===== src/rtl/uart_receiver.sv =====
// UART 8N1 receiver: synchronizes rx, centre-samples each bit and hands the
// byte to a consumer through a valid/acknowledge pair with overrun detection.
module uart_receiver #(
  parameter int CLKS_PER_BIT = 2604
) (
  input  logic       clk,
  input  logic       reset,
  input  logic       rx,
  input  logic       rx_ack,
  output logic [7:0] rx_data,
  output logic       rx_valid,
  output logic       overrun,
  output logic       framing_error,
  output logic       busy
);

  localparam int CW = $clog2(CLKS_PER_BIT);
  localparam logic [CW-1:0] HALF_M1 = CW'(CLKS_PER_BIT / 2 - 1);
  localparam logic [CW-1:0] FULL_M1 = CW'(CLKS_PER_BIT - 1);
  localparam logic [CW-1:0] CNT_ONE = CW'(1);
  localparam logic [CW-1:0] CNT_ZERO = CW'(0);

  typedef enum logic [2:0] {
    IDLE      = 3'd0,
    START     = 3'd1,
    DATA      = 3'd2,
    STOP      = 3'd3,
    WAIT_HIGH = 3'd4
  } state_t;

  state_t          state_q, state_d;
  logic            sync1_q, rx_s_q;
  logic [CW-1:0]   cnt_q, cnt_d;
  logic [2:0]      bit_q, bit_d;
  logic [7:0]      shift_q, shift_d;
  logic [7:0]      rx_data_q, rx_data_d;
  logic            rx_valid_q, rx_valid_d;
  logic            overrun_q, overrun_d;
  logic            fe_q, fe_d;
  logic            busy_q, busy_d;

  // Two-flop synchronizer for the asynchronous serial line (idles high).
  always_ff @(posedge clk or negedge reset) begin
    if (!reset) begin
      sync1_q <= 1'b1;
      rx_s_q  <= 1'b1;
    end else begin
      sync1_q <= rx;
      rx_s_q  <= sync1_q;
    end
  end

  // State and datapath registers.
  always_ff @(posedge clk or negedge reset) begin
    if (!reset) begin
      state_q    <= IDLE;
      cnt_q      <= CNT_ZERO;
      bit_q      <= 3'd0;
      shift_q    <= 8'h00;
      rx_data_q  <= 8'h00;
      rx_valid_q <= 1'b0;
      overrun_q  <= 1'b0;
      fe_q       <= 1'b0;
      busy_q     <= 1'b0;
    end else begin
      state_q    <= state_d;
      cnt_q      <= cnt_d;
      bit_q      <= bit_d;
      shift_q    <= shift_d;
      rx_data_q  <= rx_data_d;
      rx_valid_q <= rx_valid_d;
      overrun_q  <= overrun_d;
      fe_q       <= fe_d;
      busy_q     <= busy_d;
    end
  end

  // Next-state, bit timing and consumer handshake.
  always_comb begin
    state_d    = state_q;
    cnt_d      = cnt_q;
    bit_d      = bit_q;
    shift_d    = shift_q;
    rx_data_d  = rx_data_q;
    rx_valid_d = rx_valid_q;
    overrun_d  = overrun_q;
    fe_d       = 1'b0;

    if (rx_ack && rx_valid_q) begin
      rx_valid_d = 1'b0;
      overrun_d  = 1'b0;
    end else begin
      rx_valid_d = rx_valid_q;
      overrun_d  = overrun_q;
    end

    case (state_q)
      IDLE: begin
        cnt_d = CNT_ZERO;
        bit_d = 3'd0;
        if (!rx_s_q) begin
          state_d = START;
        end else begin
          state_d = IDLE;
        end
      end
      START: begin
        if (cnt_q == HALF_M1) begin
          cnt_d = CNT_ZERO;
          if (!rx_s_q) begin
            state_d = DATA;
          end else begin
            state_d = IDLE;
          end
        end else begin
          cnt_d = cnt_q + CNT_ONE;
        end
      end
      DATA: begin
        if (cnt_q == FULL_M1) begin
          cnt_d   = CNT_ZERO;
          shift_d = {rx_s_q, shift_q[7:1]};
          bit_d   = bit_q + 3'd1;
          if (bit_q == 3'd7) begin
            state_d = STOP;
          end else begin
            state_d = DATA;
          end
        end else begin
          cnt_d = cnt_q + CNT_ONE;
        end
      end
      STOP: begin
        if (cnt_q == FULL_M1) begin
          cnt_d = CNT_ZERO;
          if (rx_s_q) begin
            // An acknowledge in this same cycle retires the old byte, so no overrun.
            rx_data_d  = shift_q;
            rx_valid_d = 1'b1;
            overrun_d  = overrun_d | (rx_valid_q & ~rx_ack);
            state_d    = IDLE;
          end else begin
            fe_d    = 1'b1;
            state_d = WAIT_HIGH;
          end
        end else begin
          cnt_d = cnt_q + CNT_ONE;
        end
      end
      WAIT_HIGH: begin
        cnt_d = CNT_ZERO;
        if (rx_s_q) begin
          state_d = IDLE;
        end else begin
          state_d = WAIT_HIGH;
        end
      end
      default: begin
        state_d = IDLE;
        cnt_d   = CNT_ZERO;
      end
    endcase

    busy_d = (state_d != IDLE);
  end

  assign rx_data       = rx_data_q;
  assign rx_valid      = rx_valid_q;
  assign overrun       = overrun_q;
  assign framing_error = fe_q;
  assign busy          = busy_q;

endmodule

===== config.mk =====
export PLATFORM = sky130hd
export DESIGN_NAME = uart_receiver
export DESIGN_NICKNAME = d
export VERILOG_FILES = /design/src/rtl/uart_receiver.sv
export SDC_FILE = /design/constraint.sdc
export NUM_CORES = 1
export LEC_CHECK = 0
export BUFFER_PORTS_ARGS = -buffer_cell sky130_fd_sc_hd__buf_2
export CORE_ASPECT_RATIO = 1.2
export CORE_MARGIN = 10
export CORE_UTILIZATION = 61
export CTS_BUF_LIST = sky130_fd_sc_hd__clkbuf_2
export CTS_CLUSTER_SIZE = 14
export DETAILED_ROUTE_END_ITERATION = 10
export GPL_TIMING_DRIVEN = 0
export PLACE_DENSITY = 0.81
export SETUP_SLACK_MARGIN = 0.2
export SLEW_MARGIN = 20
export SYNTH_ARGS = -nofsm -noshare
export SYNTH_HDL_FRONTEND = slang
export SYNTH_SLANG_ARGS = --single-unit

===== constraint.sdc =====
create_clock -name clk -period 2 [get_ports clk]
set_clock_uncertainty 0.1 [all_clocks]
set_input_delay 0.6 -clock clk [delete_from_list [all_inputs] [get_ports clk]]
set_output_delay 0.6 -clock clk [all_outputs]
set_load 0.02 [all_outputs]

# [Word-level counts from Yosys, hierarchy flattened]
# Cells that the tools add are included.
[op_classes] addsub=2 n_eq_ne=8 mux=24 bitwise=3 reduce_logical=8
[op_table] operator="$mux 12" count=2
[op_table] operator="$pmux 12 s2" count=1
[op_table] operator="$mux 3" count=5
[op_table] operator="$pmux 3 s5" count=1
[op_table] operator="$mux 1" count=13
[op_table] operator="$add 12x1->12 const B" count=1
[op_table] operator="$eq 12x11->1 const B" count=1
[op_table] operator="$eq 12x12->1 const B" count=1
[op_table] operator="$eq 3x2->1 const B" count=2
[op_table] operator="$eq 3x3->1 const B" count=2
[op_table] operator="$pmux 3 s2" count=1
[op_table] operator="$reduce_and 2->1" count=2
[op_table] operator="$add 3x1->3 const B" count=1
[op_table] operator="$eq 3x1->1 const B" count=1
[op_table] operator="$logic_not 3->1" count=1
[op_table] operator="$reduce_and 3->1" count=1
[op_table] operator="$reduce_bool 3->1" count=1
[op_table] operator="$mux 2" count=1
[op_table] operator="$ne 2x2->1 const B" count=1
[op_table] operator="$reduce_bool 2->1" count=1
[op_table] operator="$reduce_or 2->1" count=1
[op_table] operator="$and 1x1->1" count=1
[op_table] operator="$logic_and 1x1->1" count=1
[op_table] operator="$not 1->1" count=1
[op_table] operator="$or 1x1->1" count=1
[word_totals] ff_bits=40 inputBits=4 out_inout_bits=12 word_cells=56

# [Longest topological paths before layout]
[logic_depth] word_depth=6 ltp_mapped=7 ltp_nobuf=6

# [Worst setup path after synthesis]
# OpenSTA, ideal clock, no wires.
[synth_path] path_type="flip-flop to flip-flop" startpoint="reg cnt_q[0]" endpoint="reg rx_data_q[2] (netlist: rx_data[2])" setup_ns=0.127 arrival_ns=1.474 required_time_ns=1.773 path_slack_ns=0.299 stages_incl_launch_ff=6 n_path_buf=1 period_less_slack_ns=1.701 path_cell_list="dfrtp_1 ha_1 and3b_1 and4_1 buf_4 mux2_1"
[synth_via] elab_chain_len=2
[synth_rtl] item="start, declared" line="33" source="logic [CW-1:0] cnt_q, cnt_d;"
[synth_rtl] item="start signal, assigned" line="67" source="cnt_q <= cnt_d;"
[synth_rtl] item="$eq 12x12->1" line="134" source="if (cnt_q == FULL_M1) begin"
[synth_rtl] item="$reduce_and 3->1 (no source line)"
[synth_rtl] item="end signal, assigned" line="70" source="rx_data_q <= rx_data_d;"
[synth_rtl] item="end, declared" line="36" source="logic [7:0] rx_data_q, rx_data_d;"
# No other way between the ends.
# A chain may end at the register's enable or synchronous reset.

# [Worst setup path in the final report]
[layout_path] startpoint="reg cnt_q[6]" endpoint="reg rx_data_q[5] (netlist: rx_data[5])"
# The elaborated chain is that of the path after synthesis.

==> out/results.ini <==
[finish]
diodes=0
final_area_um2=2206
nets=184
multiInputGateArea_um2=859.6
area_growth_pct=19.04
fillerInstances=187
drive_above_1_share_pct=40.68
regArea_um2=1008

[power]
p_sw_share_pct=19.83
powerDensity_nw_per_um2=657.5
p_comb_share_pct=1.8
p_leak_nw=1.127
max-vdd-ir-drop_mv=0.6956
p_clk_share_pct=41.9
internal_power_mw=1.163
pwr-share-seq_pct=56.3
p_sw_uw=287.7

[status]
outcome=completed

[global_routing]
grt_max_degree=41
grt_pass1_wl_um=6092
antenna_found_initial=0
overflow=0
grt_pass1_vias=1286
track_usage_pct=13.44

[worst_setup_path]
worst_setup_path_end_kind=register
setup.worst_path.start=cnt_q[6]
crit_slowest_cell=dfrtp_2
crit_path_max_fanout=6
slowest_delay_ns=0.50
crit_cells=5
required_ns=2.25
crit_type=reg -> reg
reg2reg_to=rx_data[5]
cp_cell_sequence=nor4b_4 > buf_4 > and4_1 > buf_6 > mux2_2
critical-path-top-delay-family=flip-flops
cp.arrival_ns=2.02
worst-r2r-setup-slack_ns=0.23
path_buf_inv=2
worstRegToRegCells=5
regToRegStartpoint=cnt_q[6]
start_kind=register
crit_end=rx_data[5]

[run]
max-cap-violations=0

[logic_synthesis]
seq_area_frac_synth_pct=54.15
synth_edf_count=0
synth_seq_cells=40
avgSynthCellArea_um2=12.52
yosysMostFrequentCell=dfrtp_1
synth_commonest_cells=dfrtp_1, nor2_1, mux2_2
synth_top_area_share_pct=51.32
yosys.area.top_type=dfrtp_1
ys.warnings.count=0
async_reset_ff_share_pct=100.0
syn-cell-area_um2=1853
synthFlopType=dfrtp_1
ys_top_cells_by_area=dfrtp_1, mux2_2, mux2_4, xor2_1, nor2_1
syn-num-nets=156
synth_cells=148
synthDistinctLibCells=40

[clock_tree]
numCtsBuffers=5
cts_tree=yes
path_clk_slew_ns=0.22
htreeDepth=2
insertion_delay_ns=0.43
cts_hold_buf=0
root_buffer=clkbuf_2
clock_sinks=40
cts_max_path_buffers=2

[placed_design]
place.gp.congestion=0.8038
place_hpwl_um=2478
postPlaceCellArea_um2=1971
port_buffers=15
dp_slack_ns=0.1167

[timing]
rsz0062_at_grt=true
period_minus_slack_ns=1.770
finalCritPeriodShare_pct=88.49
maxSlewHeadroom_pct=42.81
final-hold-violation-count=0
worstMarginPinSlew_ns=0.8579
setup_slack_ns=0.2301
max_freq_mhz=565.0
finalSetupTns_ns=0
finalMaxSlewViolations=0
setup_viol=0

[drt]
highest_layer=met4
drt_iter0_markers=49
wl_met2_um=2028
ant_nets=0
drc_errors=0
met1_length_um=1410
wirelength_um=3699
via_per_inst=5.891
wl_per_cell_um=17.53
met3_length_um=198
vias=1243
firstDrtPassIters=4

[floorplan]
rows=21
die_w_um=70.32
start_util_pct=64.70
num_io_pins=16
dieArea_um2=5652
fp.dieH_um=80.38
core_area_um2=2864

[worst_hold_path]
hold_class=in -> async

power groups by stage:
stage	clock, mW	sequential, mW	combinational, mW
2_1_floorplan	0	0.834	0.00139
3_3_place_gp	0	0.832	0.0234
3_5_place_dp	0	0.832	0.0240
4_1_cts	0.616	0.818	0.0238
5_1_grt	0.650	0.818	0.0296
6_report	0.608	0.817	0.0256
how the worst min path moves through the flow:
stage / end / slack, ns / depth (start not counted)
5_1_grt: sync1_q / 0.12 / 1
4_1_cts: sync1_q / 0.13 / 1
2_1_floorplan: asynchronous set/reset pin / 0.20 / 0
3_5_place_dp: rx_s_q / 0.25 / 0
6_report: rx_data[7] / 0.15 / 1
3_3_place_gp: rx_s_q / 0.25 / 0
cell usage in the layout (no fill, tap or decap), types with 4 or more instances in the layout:
| cell type | instances |
|---|---|
| nand2_1 | 4 |
| mux2_4 | 6 |
| clkbuf_2 | 7 |
| buf_2 | 17 |
| nor2_1 | 15 |
| dfrtp_2 | 4 |
| dfrtp_1 | 34 |
| o21ai_0 | 4 |
| buf_4 | 5 |
| mux2_2 | 9 |
| inv_1 | 4 |
| nand3_1 | 7 |
| xor2_1 | 8 |
per-stage QoR:
stage | power (mW) | util, % | hold WS (ns) | cells
after floorplan | 0.8352 | - | 0.2044 | 148
after detailed placement | 0.8563 | 68.81 | 0.2490 | 197
after global placement | 0.8555 | 68.81 | 0.2499 | 197
after CTS | 1.458 | 73.26 | 0.1302 | 207
after global routing | 1.497 | 77.02 | 0.1177 | 211
final | 1.450 | 77.02 | 0.1485 | 211
metal layers:
metal,global-route usage (%),up-vias
met5,0,-
met4,6.126,0
met3,5.289,5
met2,22.57,22
met1,14.64,631
li1,-,585
cell families (layout without fill, tap and decap cells):
| family | after synthesis | count (layout) | share of synthesized area (%) |
|---|---|---|---|
| AO/OA/AOI/OAI | 13 | 13 | 4.592 |
| XOR/XNOR | 9 | 9 | 4.254 |
| adder cells (fa/ha/maj) | 4 | 4 | 2.701 |
| buffers and inverters | 10 | 39 | 3.173 |
| flip-flops | 40 | 40 | 54.15 |
| multiplexers | 19 | 19 | 12.56 |
| AND/OR/NAND/NOR | 53 | 53 | 18.57 |
registers in the layout, indices dropped and copies added (netlist names), named ones only:
register	count
state_q	3
rx_valid	1
rx_data	8
sync1_q	1
bit_q	3
busy	1
framing_error	1
rx_s_q	1
shift_q	8
cnt_q	12
final cells by class:
type / count / share of cell area (%)
Sequential cell: 40 / 45.72
Multi-Input combinational cell: 98 / 38.97
Timing Repair Buffer: 21 / 6.239
Clock inverter: 2 / 2.723
Buffer: 6 / 2.382
Tap cell: 34 / 1.929
Clock buffer: 6 / 1.361
Inverter: 4 / 0.6807
what timing repair did:
| item | CTS | global route |
|---|---|---|
| setup endpoints to repair | 22 | 25 |
| pin swaps | 1 | 0 |
| resized for setup | 4 | 17 |
| gates cloned | 0 | 1 |
| buffers inserted | 2 | 3 |
(Power assumes the default switching activity.)
